$ cat src/rtl/uart_pkg.sv
// Shared constants for the UART transmit scheduler slice.
// Latency: n/a (constants only).
// Backpressure: n/a.
package uart_pkg;

  // Scheduler FSM encoding, kept as plain 2-bit constants for legacy tools.
  localparam logic [1:0] ST_IDLE        = 2'd0;
  localparam logic [1:0] ST_ISSUE       = 2'd1;
  localparam logic [1:0] ST_WAIT_ACTIVE = 2'd2;
  localparam logic [1:0] ST_WAIT_FINISH = 2'd3;

  typedef logic [1:0] state_t;

  // 115200 baud from a 50 MHz clock.
  localparam int CLKS_PER_BIT = 434;

  // One 10-bit frame is 4340 clocks at CLKS_PER_BIT; 4800 leaves some slack.
  localparam logic [12:0] TIMEOUT_CYCLES_DFLT = 13'd4800;

endpackage

$ cat src/rtl/uart_tx_scheduler_if.sv
// Producer-side and transmitter-side handshake bundle of the TX scheduler.
// Latency: n/a (wiring only).
// Backpressure: req_valid is held by a producer until its req_ready pulse.
interface uart_tx_scheduler_if #(
  parameter int NUM_REQ = 4,
  parameter int ID_W    = 2
);
  logic [NUM_REQ-1:0]   req_valid;
  logic [NUM_REQ*8-1:0] req_data;
  logic [NUM_REQ-1:0]   req_ready;
  logic [NUM_REQ-1:0]   req_done;
  logic                 tx_data_request;
  logic [7:0]           tx_data;
  logic                 tx_active;
  logic                 tx_finish;
  logic                 busy;
  logic [ID_W-1:0]      owner;
  logic                 timeout_err;

  // The scheduler side.
  modport master (
    input  req_valid, req_data, tx_active, tx_finish,
    output req_ready, req_done, tx_data_request, tx_data, busy, owner, timeout_err
  );

  // Producers plus the serializer.
  modport slave (
    output req_valid, req_data, tx_active, tx_finish,
    input  req_ready, req_done, tx_data_request, tx_data, busy, owner, timeout_err
  );
endinterface

$ cat src/rtl/rr_arbiter.sv
// Round-robin picker: first set request above last_grant, wrapping.
// Latency: combinational.
// Backpressure: none; the caller decides when a pick is consumed.
module rr_arbiter #(
  parameter int NUM_REQ = 4,
  parameter int ID_W    = 2
) (
  input  logic [NUM_REQ-1:0] req,
  input  logic [ID_W-1:0]    last_grant,
  output logic               any_grant,
  output logic [ID_W-1:0]    grant_idx
);

  logic [ID_W-1:0] cand;

  // Scan last_grant+1 .. last_grant+NUM_REQ, keep the first hit.
  always_comb begin
    any_grant = 1'b0;
    grant_idx = '0;
    cand      = '0;
    for (int k = 1; k <= NUM_REQ; k++) begin
      cand = ID_W'((int'(last_grant) + k) % NUM_REQ);
      if (!any_grant && req[cand]) begin
        any_grant = 1'b1;
        grant_idx = cand;
      end
    end
  end

endmodule

$ cat src/rtl/uart_tx_scheduler.sv
// Shares one UART serializer between NUM_REQ byte producers, round-robin.
// Latency: grant 1 clk after req_valid in IDLE; next start 2 clks after tx_finish.
// Backpressure: producers hold req_valid until req_ready; one byte in flight at a time.
module uart_tx_scheduler
  import uart_pkg::*;
#(
  parameter int              NUM_REQ        = 4,
  parameter int              ID_W           = 2,
  parameter int              TMO_W          = 13,
  parameter logic [TMO_W-1:0] TIMEOUT_CYCLES = TIMEOUT_CYCLES_DFLT
) (
  input  logic                 clk,
  input  logic                 rst,
  uart_tx_scheduler_if.master  bus
);

  // Counter value on the last allowed waiting cycle.
  localparam logic [TMO_W-1:0] TMO_LAST = TIMEOUT_CYCLES - 1'b1;

  state_t             state;
  logic [ID_W-1:0]    last_grant;
  logic [TMO_W-1:0]   tmo_cnt;
  logic               any_grant;
  logic [ID_W-1:0]    grant_idx;
  logic [NUM_REQ-1:0] grant_onehot;
  logic [NUM_REQ-1:0] owner_onehot;
  logic [7:0]         req_byte [NUM_REQ];

  for (genvar g = 0; g < NUM_REQ; g++) begin : g_unpack
    assign req_byte[g] = bus.req_data[8*g +: 8];
  end

  assign grant_onehot = NUM_REQ'(1) << grant_idx;
  assign owner_onehot = NUM_REQ'(1) << bus.owner;

  // Arbitration only matters in IDLE; last_grant moves on completion or abort.
  rr_arbiter #(
    .NUM_REQ (NUM_REQ),
    .ID_W    (ID_W)
  ) u_arb (
    .req        (bus.req_valid),
    .last_grant (last_grant),
    .any_grant  (any_grant),
    .grant_idx  (grant_idx)
  );

  // Scheduler FSM; all pulses default low and are raised for a single cycle.
  always_ff @(posedge clk or posedge rst) begin
    if (rst) begin
      state               <= ST_IDLE;
      last_grant          <= ID_W'(NUM_REQ - 1);
      tmo_cnt             <= '0;
      bus.req_ready       <= '0;
      bus.req_done        <= '0;
      bus.tx_data_request <= 1'b0;
      bus.tx_data         <= '0;
      bus.busy            <= 1'b0;
      bus.owner           <= '0;
      bus.timeout_err     <= 1'b0;
    end else begin
      bus.req_ready       <= '0;
      bus.req_done        <= '0;
      bus.tx_data_request <= 1'b0;
      bus.timeout_err     <= 1'b0;
      case (state)
        ST_IDLE: begin
          if (any_grant) begin
            bus.tx_data         <= req_byte[grant_idx];
            bus.owner           <= grant_idx;
            bus.req_ready       <= grant_onehot;
            bus.tx_data_request <= 1'b1;
            bus.busy            <= 1'b1;
            state               <= ST_ISSUE;
          end
        end
        ST_ISSUE: begin
          // Start pulse is visible this cycle; TX status is not trusted yet.
          tmo_cnt <= '0;
          state   <= ST_WAIT_ACTIVE;
        end
        ST_WAIT_ACTIVE, ST_WAIT_FINISH: begin
          tmo_cnt <= tmo_cnt + 1'b1;
          // Finish outranks expiry; a finish without active still completes.
          if (bus.tx_finish) begin
            bus.req_done <= owner_onehot;
            last_grant   <= bus.owner;
            bus.busy     <= 1'b0;
            state        <= ST_IDLE;
          end else if (tmo_cnt == TMO_LAST) begin
            bus.timeout_err <= 1'b1;
            last_grant      <= bus.owner;
            bus.busy        <= 1'b0;
            state           <= ST_IDLE;
          end else if (state == ST_WAIT_ACTIVE && bus.tx_active) begin
            state <= ST_WAIT_FINISH;
          end
        end
        default: state <= ST_IDLE;
      endcase
    end
  end

endmodule

$ cat src/flat_wrapper.sv
// flat-port wrapper written by rule: the top's interface ports become plain ports
module uart_tx_scheduler_flat import uart_pkg::*;
#(
  parameter int              NUM_REQ        = 4,
  parameter int              ID_W           = 2,
  parameter int              TMO_W          = 13,
  parameter logic [TMO_W-1:0] TIMEOUT_CYCLES = TIMEOUT_CYCLES_DFLT
)
  (clk, rst, bus_req_valid, bus_req_data, bus_tx_active, bus_tx_finish, bus_req_ready, bus_req_done, bus_tx_data_request, bus_tx_data, bus_busy, bus_owner, bus_timeout_err);
  uart_tx_scheduler_if #(.NUM_REQ(NUM_REQ), .ID_W(ID_W)) bus_i ();
  input  logic clk;
  input  logic rst;
  input wire logic [$bits(bus_i.req_valid)-1:0] bus_req_valid;
  input wire logic [$bits(bus_i.req_data)-1:0] bus_req_data;
  input wire logic [$bits(bus_i.tx_active)-1:0] bus_tx_active;
  input wire logic [$bits(bus_i.tx_finish)-1:0] bus_tx_finish;
  output wire logic [$bits(bus_i.req_ready)-1:0] bus_req_ready;
  output wire logic [$bits(bus_i.req_done)-1:0] bus_req_done;
  output wire logic [$bits(bus_i.tx_data_request)-1:0] bus_tx_data_request;
  output wire logic [$bits(bus_i.tx_data)-1:0] bus_tx_data;
  output wire logic [$bits(bus_i.busy)-1:0] bus_busy;
  output wire logic [$bits(bus_i.owner)-1:0] bus_owner;
  output wire logic [$bits(bus_i.timeout_err)-1:0] bus_timeout_err;
  assign bus_i.req_valid = bus_req_valid;
  assign bus_i.req_data = bus_req_data;
  assign bus_i.tx_active = bus_tx_active;
  assign bus_i.tx_finish = bus_tx_finish;
  assign bus_req_ready = bus_i.req_ready;
  assign bus_req_done = bus_i.req_done;
  assign bus_tx_data_request = bus_i.tx_data_request;
  assign bus_tx_data = bus_i.tx_data;
  assign bus_busy = bus_i.busy;
  assign bus_owner = bus_i.owner;
  assign bus_timeout_err = bus_i.timeout_err;
  uart_tx_scheduler #(.NUM_REQ(NUM_REQ), .ID_W(ID_W), .TMO_W(TMO_W), .TIMEOUT_CYCLES(TIMEOUT_CYCLES)) u_core (.clk(clk), .rst(rst), .bus(bus_i));
endmodule
$ cat config.mk
export PLATFORM = sky130hd
export DESIGN_NAME = uart_tx_scheduler_flat
export DESIGN_NICKNAME = d
export VERILOG_FILES = /design/src/rtl/uart_pkg.sv /design/src/rtl/uart_tx_scheduler_if.sv /design/src/rtl/rr_arbiter.sv /design/src/rtl/uart_tx_scheduler.sv /design/src/flat_wrapper.sv
export SDC_FILE = /design/constraint.sdc
export NUM_CORES = 1
export LEC_CHECK = 0
export ABC_AREA = 0
export CORE_UTILIZATION = 30
export DETAILED_ROUTE_END_ITERATION = 7
export DONT_BUFFER_PORTS = 1
export HOLD_SLACK_MARGIN = 0.1
export MAX_ROUTING_LAYER = met4
export PLACE_DENSITY_LB_ADDON = 0.3
export REMOVE_ABC_BUFFERS = 1
export SLEW_MARGIN = 20
export SYNTH_ARGS = -nofsm -noshare
export SYNTH_HDL_FRONTEND = slang
export SYNTH_SLANG_ARGS = --single-unit
$ cat constraint.sdc
create_clock -name clk -period 2 [get_ports clk]
set_input_delay 0.5 -clock clk [delete_from_list [all_inputs] [get_ports clk]]
set_output_delay 0.5 -clock clk [all_outputs]
set_load 0.03 [all_outputs]
==> results.md, run 1 <==
- Initial core utilization: 31.43%
- Mean Syn Cell Area: 11.62 µm²
- 1st-iter DRT viols: 33
- Drt wl/cell: 14.17 µm
- Initial antenna violation count: 0
- DRC violations left: 0
- Register area share after synthesis: 50.63%
- Synth warnings: 0
- Crit Path Category: reg -> reg
- Tcrit/Tclk final: 91.73%
- Fmax: 0.5451 GHz
- # port buffers: 0
- Synth-to-Final Area Change: 10.03%
- Worst min-delay path class: in -> async
- CTS tree: done
- Commonest register cell after synthesis: dfrtp_1
- Leakage: 0.9308 nW
- # clock sinks: 38
- Die W: 81.23 µm
- Synth unique cells: 40
- Clock Tree Buf Depth: 2
- Measured slew at the worst slew-check pin: 473.8 ps
- Grt ovf: 0
- Setup-failing EPs final: 0
- Outcome: finished clean
- DR vias: 1255
- Total Power: 3.028 mW
- Final non-filler cell area: 2072 µm²
- Die area: 6598 µm²
- Cts repair resizes: 0
- Slowest stage cell, crit path: dfstp_2
- DR pass1 iterations: 4
- Final cell utilization of the core: 34.59%
- Ports: 61
- Data required, critical path: 2180 ps
- Final Hold Viols: 0
- RSZ-0062 raised after global routing: no
- Via/cell ratio: 5.122
- N_diodes: 0
- Sequential Area: 953.4 µm²
- # fillers: 590
- Slew Viols, Final: 0
- Met3 usage: 4.045%
- PwrDens: 1461 nW/µm²
- Layout cells sized above 1: 18.82%
- Num CTS Buffers: 5
- Area of the multi-input gates: 864.6 µm²
- Worst Reg-to-Reg Cells: 5
- R2R setup slack: 170 ps
- Antenna-violating nets left: 0
- RD Place Congestion: 0.7326
- Crit path arrival time: 2010 ps
- Largest net degree at the start of global routing: 39
- Reg-to-Reg Start: u_core.last_grant[0]
- Root Buffer: clkbuf_8
- Die extent in y: 81.23 µm
- Rel. slew slack: 68.42%
- Vias in the first global route: 1196
- Total wire length: 3.471 mm
- Crit-path max cell delay: 560 ps
- CP endpoint kind: flop
- Clock latency on the worst-skew pair: 290 ps
- Hold slack: 205.4 ps
- Post-Syn Area: 1883 µm²
- Post-synth EDFFs: 0
- Maximum VDD drop: 0.6364 mV
- Total GRT Usage: 12.13%
- Nets: 210
- First-pass GRT wire length: 5.782 mm
- Crit start category: flop
- Max FO, Critical Path: 13
- Grt met2 use: 18.49%
- GR Util met1: 14.69%
- Clk slew on worst S/H paths: 70 ps
- Synth Instances: 162
- Critical path startpoint: u_core.last_grant[0]
- Most frequent cells in the layout: 36 x dfrtp_1, 25 x mux2i_1, 11 x mux2_2
- Seq cells post-synth: 38
- Core Area: 5991 µm²
- Commonest non-fill, non-tap cell in the layout: dfrtp_1
- DP HPWL: 2.557 mm
- Max Cap Viol: 0
- Worst R2R End: u_core.bus.tx_data[1]
- Cell row count: 28
- Hold bufs inserted after CTS: 0
- Placed cell area: 1981 µm²
- Post-CTS setup buffer count: 0
- Synth async-reset ratio: 100.0%
- CTS HTree Levels: 2
- Worst-path cell chain: nand2b_2 > o21ai_0 > a211o_2 > mux2i_1 > mux2_2
- Tmin final: 1835 ps
- GRT Max-Usage Layer: met2
- Setup Skew: 5.091 ps
[cells in the mapped netlist, drive strengths merged, types with 2 or more instances]
| library cell | n | area (µm²) |
|---|---|---|
| a22o | 3 | 26.28 |
| and3 | 3 | 18.77 |
| buf | 4 | 53.80 |
| clkbuf | 2 | 7.510 |
| dfrtp | 36 | 900.9 |
| dfstp | 2 | 52.55 |
| inv | 3 | 11.26 |
| mux2 | 12 | 135.1 |
| mux2i | 25 | 250.2 |
| nand2 | 9 | 33.78 |
| nand2b | 5 | 33.78 |
| nand3 | 9 | 45.04 |
| nand4 | 3 | 18.77 |
| nor2 | 8 | 32.54 |
| nor2b | 4 | 25.02 |
| nor3 | 5 | 25.02 |
| nor4 | 2 | 18.77 |
| o211ai | 2 | 15.01 |
| o21ai | 10 | 50.04 |
| o31ai | 2 | 15.01 |
| xor2 | 2 | 17.52 |
[where the power goes]
part	total, mW	leakage, nW	internal (mW)	switching, mW
Clock	0.542	0.0482	0.278	0.263
Sequential	1.56	0.487	1.02	0.538
Combinational	0.930	0.395	0.504	0.427
Total	3.03	0.931	1.80	1.23
[registers in the layout, summed over array words and instances, names as in the netlist]
register,count
u_core.state,2
u_core.bus.busy,1
u_core.bus.req_done,4
u_core.bus.owner,2
u_core.bus.tx_data,8
u_core.bus.tx_data_request,1
u_core.bus.timeout_err,1
u_core.last_grant,2
u_core.tmo_cnt,13
u_core.bus.req_ready,4
[how the worst max path moves through the flow]
stage,endpoint,depth (start not counted)
after floorplan,u_core.bus.tx_data[0],5
after global placement,u_core.bus.tx_data[5],6
after detailed placement,u_core.bus.tx_data[1],6
after CTS,u_core.bus.tx_data[1],5
after global routing,u_core.bus.tx_data[1],5
final,u_core.bus.tx_data[1],5
[cell type report]
cell class / instances / share of cell area [%]
well taps: 75 / 4.529
multi-input cells: 115 / 41.73
repair buffers: 6 / 2.778
flip-flops and latches: 38 / 46.01
clock inverters: 1 / 0.2415
inverters: 3 / 0.5435
clock buffers: 7 / 4.167
[cells by family (layout without fill, tap and decap cells)]
logic type,count (synthesis),count (layout),synth area share (%)
muxes,37,37,20.47
and+or+nand+nor,51,51,14.75
DFF,38,38,50.63
adders and majority gates,1,1,0.6643
xor gates and xnor gates,2,2,0.9304
buffers and inverters,9,17,3.854
AOI/OAI and AO/OA,24,24,8.704
[layer usage]
layer / routed length [µm] / part of all wire (%) / up-vias
li1: - / - / 599
met1: 1581 / 46 / 614
met2: 1618 / 47 / 35
met3: 217 / 6.3 / 7
met4: 53 / 1.5 / 0
met5: 0 / 0 / -
[metrics by stage]
stage | cells | setup slack [ps] | TNS, ps
floorplan | 156 | -492.5 | -4759
global placement | 237 | 147.7 | 0
detailed placement | 237 | 88.94 | 0
CTS | 245 | 170.4 | 0
global route | 245 | 96.31 | 0
finish | 245 | 165.4 | 0
[critical path: cells and delay by family (launching register included)]
family,cells,cell delay (ps)
simple gates,1,150
mux,2,440
compound gates,2,570
flops,1,560
(Power assumes the default switching activity.)
==> run 2: changes to the inputs <==
RECOVER_POWER = 100   (was not set)
clock period = 2.3 ns   (was 2 ns; I/O delays follow)
==> results.md, run 2 (synthesis gave the netlist of run 1 again) <==
- DRC violations left: 0 (unchanged)
- DP HPWL: 2.532 mm (-0.99%)
- Largest reg by FF count: u_core.tmo_cnt
- Critical path's top delay family: flip-flops
- Ports: 61 (unchanged)
- RSZ-0062 raised after global routing: no
- DR pass1 iterations: 4 (unchanged)
- DR vias: 1204 (-4.1%)
- Max Cap Viol: 0 (unchanged)
- Crit Path Category: reg -> reg
- Setup ws final: 424.6 ps (+259.2 ps)
- Final Hold Viols: 0 (unchanged)
- # port buffers: 0 (unchanged)
- Setup Skew: 3.514 ps (-1.577 ps)
- Synth-to-Final Area Change: 9.169%
- # fillers: 608 (+3.1%)
- Worst-path cell chain: nor2_1 > a21boi_0 > buf_4 > mux2_2
- Slew Viols, Final: 0 (unchanged)
- Sequential Area: 953.4 µm² (unchanged)
- Via/cell ratio: 4.975 (-2.9%)
- Vias in the first global route: 1197 (+0.084%)
- N_diodes: 0 (unchanged)
- Total wire length: 3.516 mm (+1.3%)
- Die area: 6598 µm² (unchanged)
- Setup-failing EPs final: 0 (unchanged)
- Total GRT Usage: 12.28% (+0.15 points)
- Clk slew on worst S/H paths: 80 ps (about the same)
- CTS HTree Levels: 2 (unchanged)
- Maximum VDD drop: 0.6662 mV (+4.7%)
- Max FO, Critical Path: 15 (+2)
- Drt wl/cell: 14.53 µm (+2.6%)
- Clock Tree Buf Depth: 2 (unchanged)
- Final non-filler cell area: 2056 µm² (-0.79%)
- Core Area: 5991 µm² (unchanged)
- Max FFs per register: 13 (unchanged)
- RD Place Congestion: 0.7230 (-1.3%)
- Leakage: 0.9239 nW (-0.74%)
- Grt ovf: 0 (unchanged)
- Num CTS Buffers: 5 (unchanged)
- R2R setup slack: 420 ps (+260 ps)
- Dpl cells: 234 (-1.3%)
- Nets: 207 (-1.4%)
- Die extent in y: 81.23 µm (unchanged)
- Antenna-violating nets left: 0 (unchanged)
- Initial antenna violation count: 0 (unchanged)
- Rel. slew slack: 36.99% (-31 points)
- Outcome: finished clean
- Cell row count: 28 (unchanged)
- Commonest non-fill, non-tap cell in the layout: dfrtp_1
- Measured slew at the worst slew-check pin: 945.2 ps (+471.4 ps)
- Post-CTS setup buffer count: 0 (unchanged)
- 1st-iter DRT viols: 70 (+110%)
- Layout cells sized above 1: 16.77% (-2.1 points)
- Hold bufs inserted after CTS: 0 (unchanged)
- Tcrit/Tclk final: 81.54% (-10 points)
- Clock latency on the worst-skew pair: 290 ps (about the same)
- Tmin final: 1875 ps (+40.82 ps)
- Worst min-delay path class: in -> reg
- Fmax: 0.5332 GHz (-2.2%)
- Data required, critical path: 2470 ps (+290 ps)
- CTS tree: done
- Cts repair resizes: 0 (unchanged)
- Biggest regs: u_core.tmo_cnt: 13 flops, u_core.bus.tx_data: 8 flops
- Placed cell area: 1958 µm² (-1.1%)
- Crit start category: flop
- CP endpoint kind: flop
- Initial core utilization: 31.43% (unchanged)
- Die W: 81.23 µm (unchanged)
- Slowest stage cell, crit path: dfrtp_1
- # clock sinks: 38 (unchanged)
- Buf/Inv on CP: 1 (+1)
- Fin cells: 242 (-1.2%)
- Crit path arrival time: 2050 ps (+40 ps)
- Pre-CTS setup slack: 316.0 ps (+227.0 ps)
- Largest net degree at the start of global routing: 39 (unchanged)
- First-pass GRT wire length: 5.761 mm (-0.36%)
- Root Buffer: clkbuf_8
- Most frequent cells in the layout: 36 x dfrtp_1, 25 x mux2i_1, 11 x mux2_2
- Crit-path max cell delay: 500 ps (-60 ps)
- PwrDens: 1320 nW/µm² (-9.7%)
- Area of the multi-input gates: 855.8 µm² (-1.0%)
[run 2: cell types whose count changed in the layout (fill, tap and decap cells not counted), sizes merged]
cell    before  now
buf          6    2
bufinv       0    1
clkbuf       7    6
clkinv       1    2
[run 2: worst paths after layout]
kind,start,end,cells after the start
worst max-delay path,u_core.state[1],u_core.bus.tx_data[5],4
worst min-delay path,bus_tx_finish,u_core.bus.req_done[0],2
worst max register to register,u_core.state[1],u_core.bus.tx_data[5],4
worst min register to register,u_core.tmo_cnt[12],u_core.tmo_cnt[12],1
max in group asynchronous,rst,u_core.bus.req_done[1],2
min in group asynchronous,rst,u_core.bus.tx_data_request,2
[run 2: routing by layer]
layer	global-route usage (%)	part of all wire (%)	vias to the layer above
met5	-	0	-
met1	15.26	48	574
li1	-	-	593
met4	4.821	1.5	0
met2	17.90	44	32
met3	4.607	6.0	5
[run 2: metrics by stage]
step	hold slack (ps)	total power, mW	setup TNS (ps)	utilization (%)
floorplan	456.9	1.960	-2140	-
global placement	487.2	2.177	0	32.69
detailed placement	496.1	2.200	0	32.69
CTS	299.4	2.756	0	34.50
global route	431.4	2.889	0	34.32
finish	430.9	2.714	0	34.32
[run 2: power by group]
group | internal, mW | leakage (nW) | switching, mW | total [mW]
registers | 0.885 | 0.487 | 0.463 | 1.35
logic | 0.434 | 0.379 | 0.376 | 0.810
clock network | 0.319 | 0.0579 | 0.236 | 0.555
total | 1.64 | 0.924 | 1.08 | 2.71
[run 2: worst reg2reg max path: stages (launching register included)]
cell,delay (ps)
dfrtp_1,500
nor2_1,400
a21boi_0,240
buf_4,250
mux2_2,360
[run 2: final cells by class]
cell class	instances	area share, %
flip-flops and latches	38	46.38
clock inverters	3	1.948
multi-input cells	115	41.63
repair buffers	3	1.582
clock buffers	5	3.348
well taps	75	4.565
inverters	3	0.5478
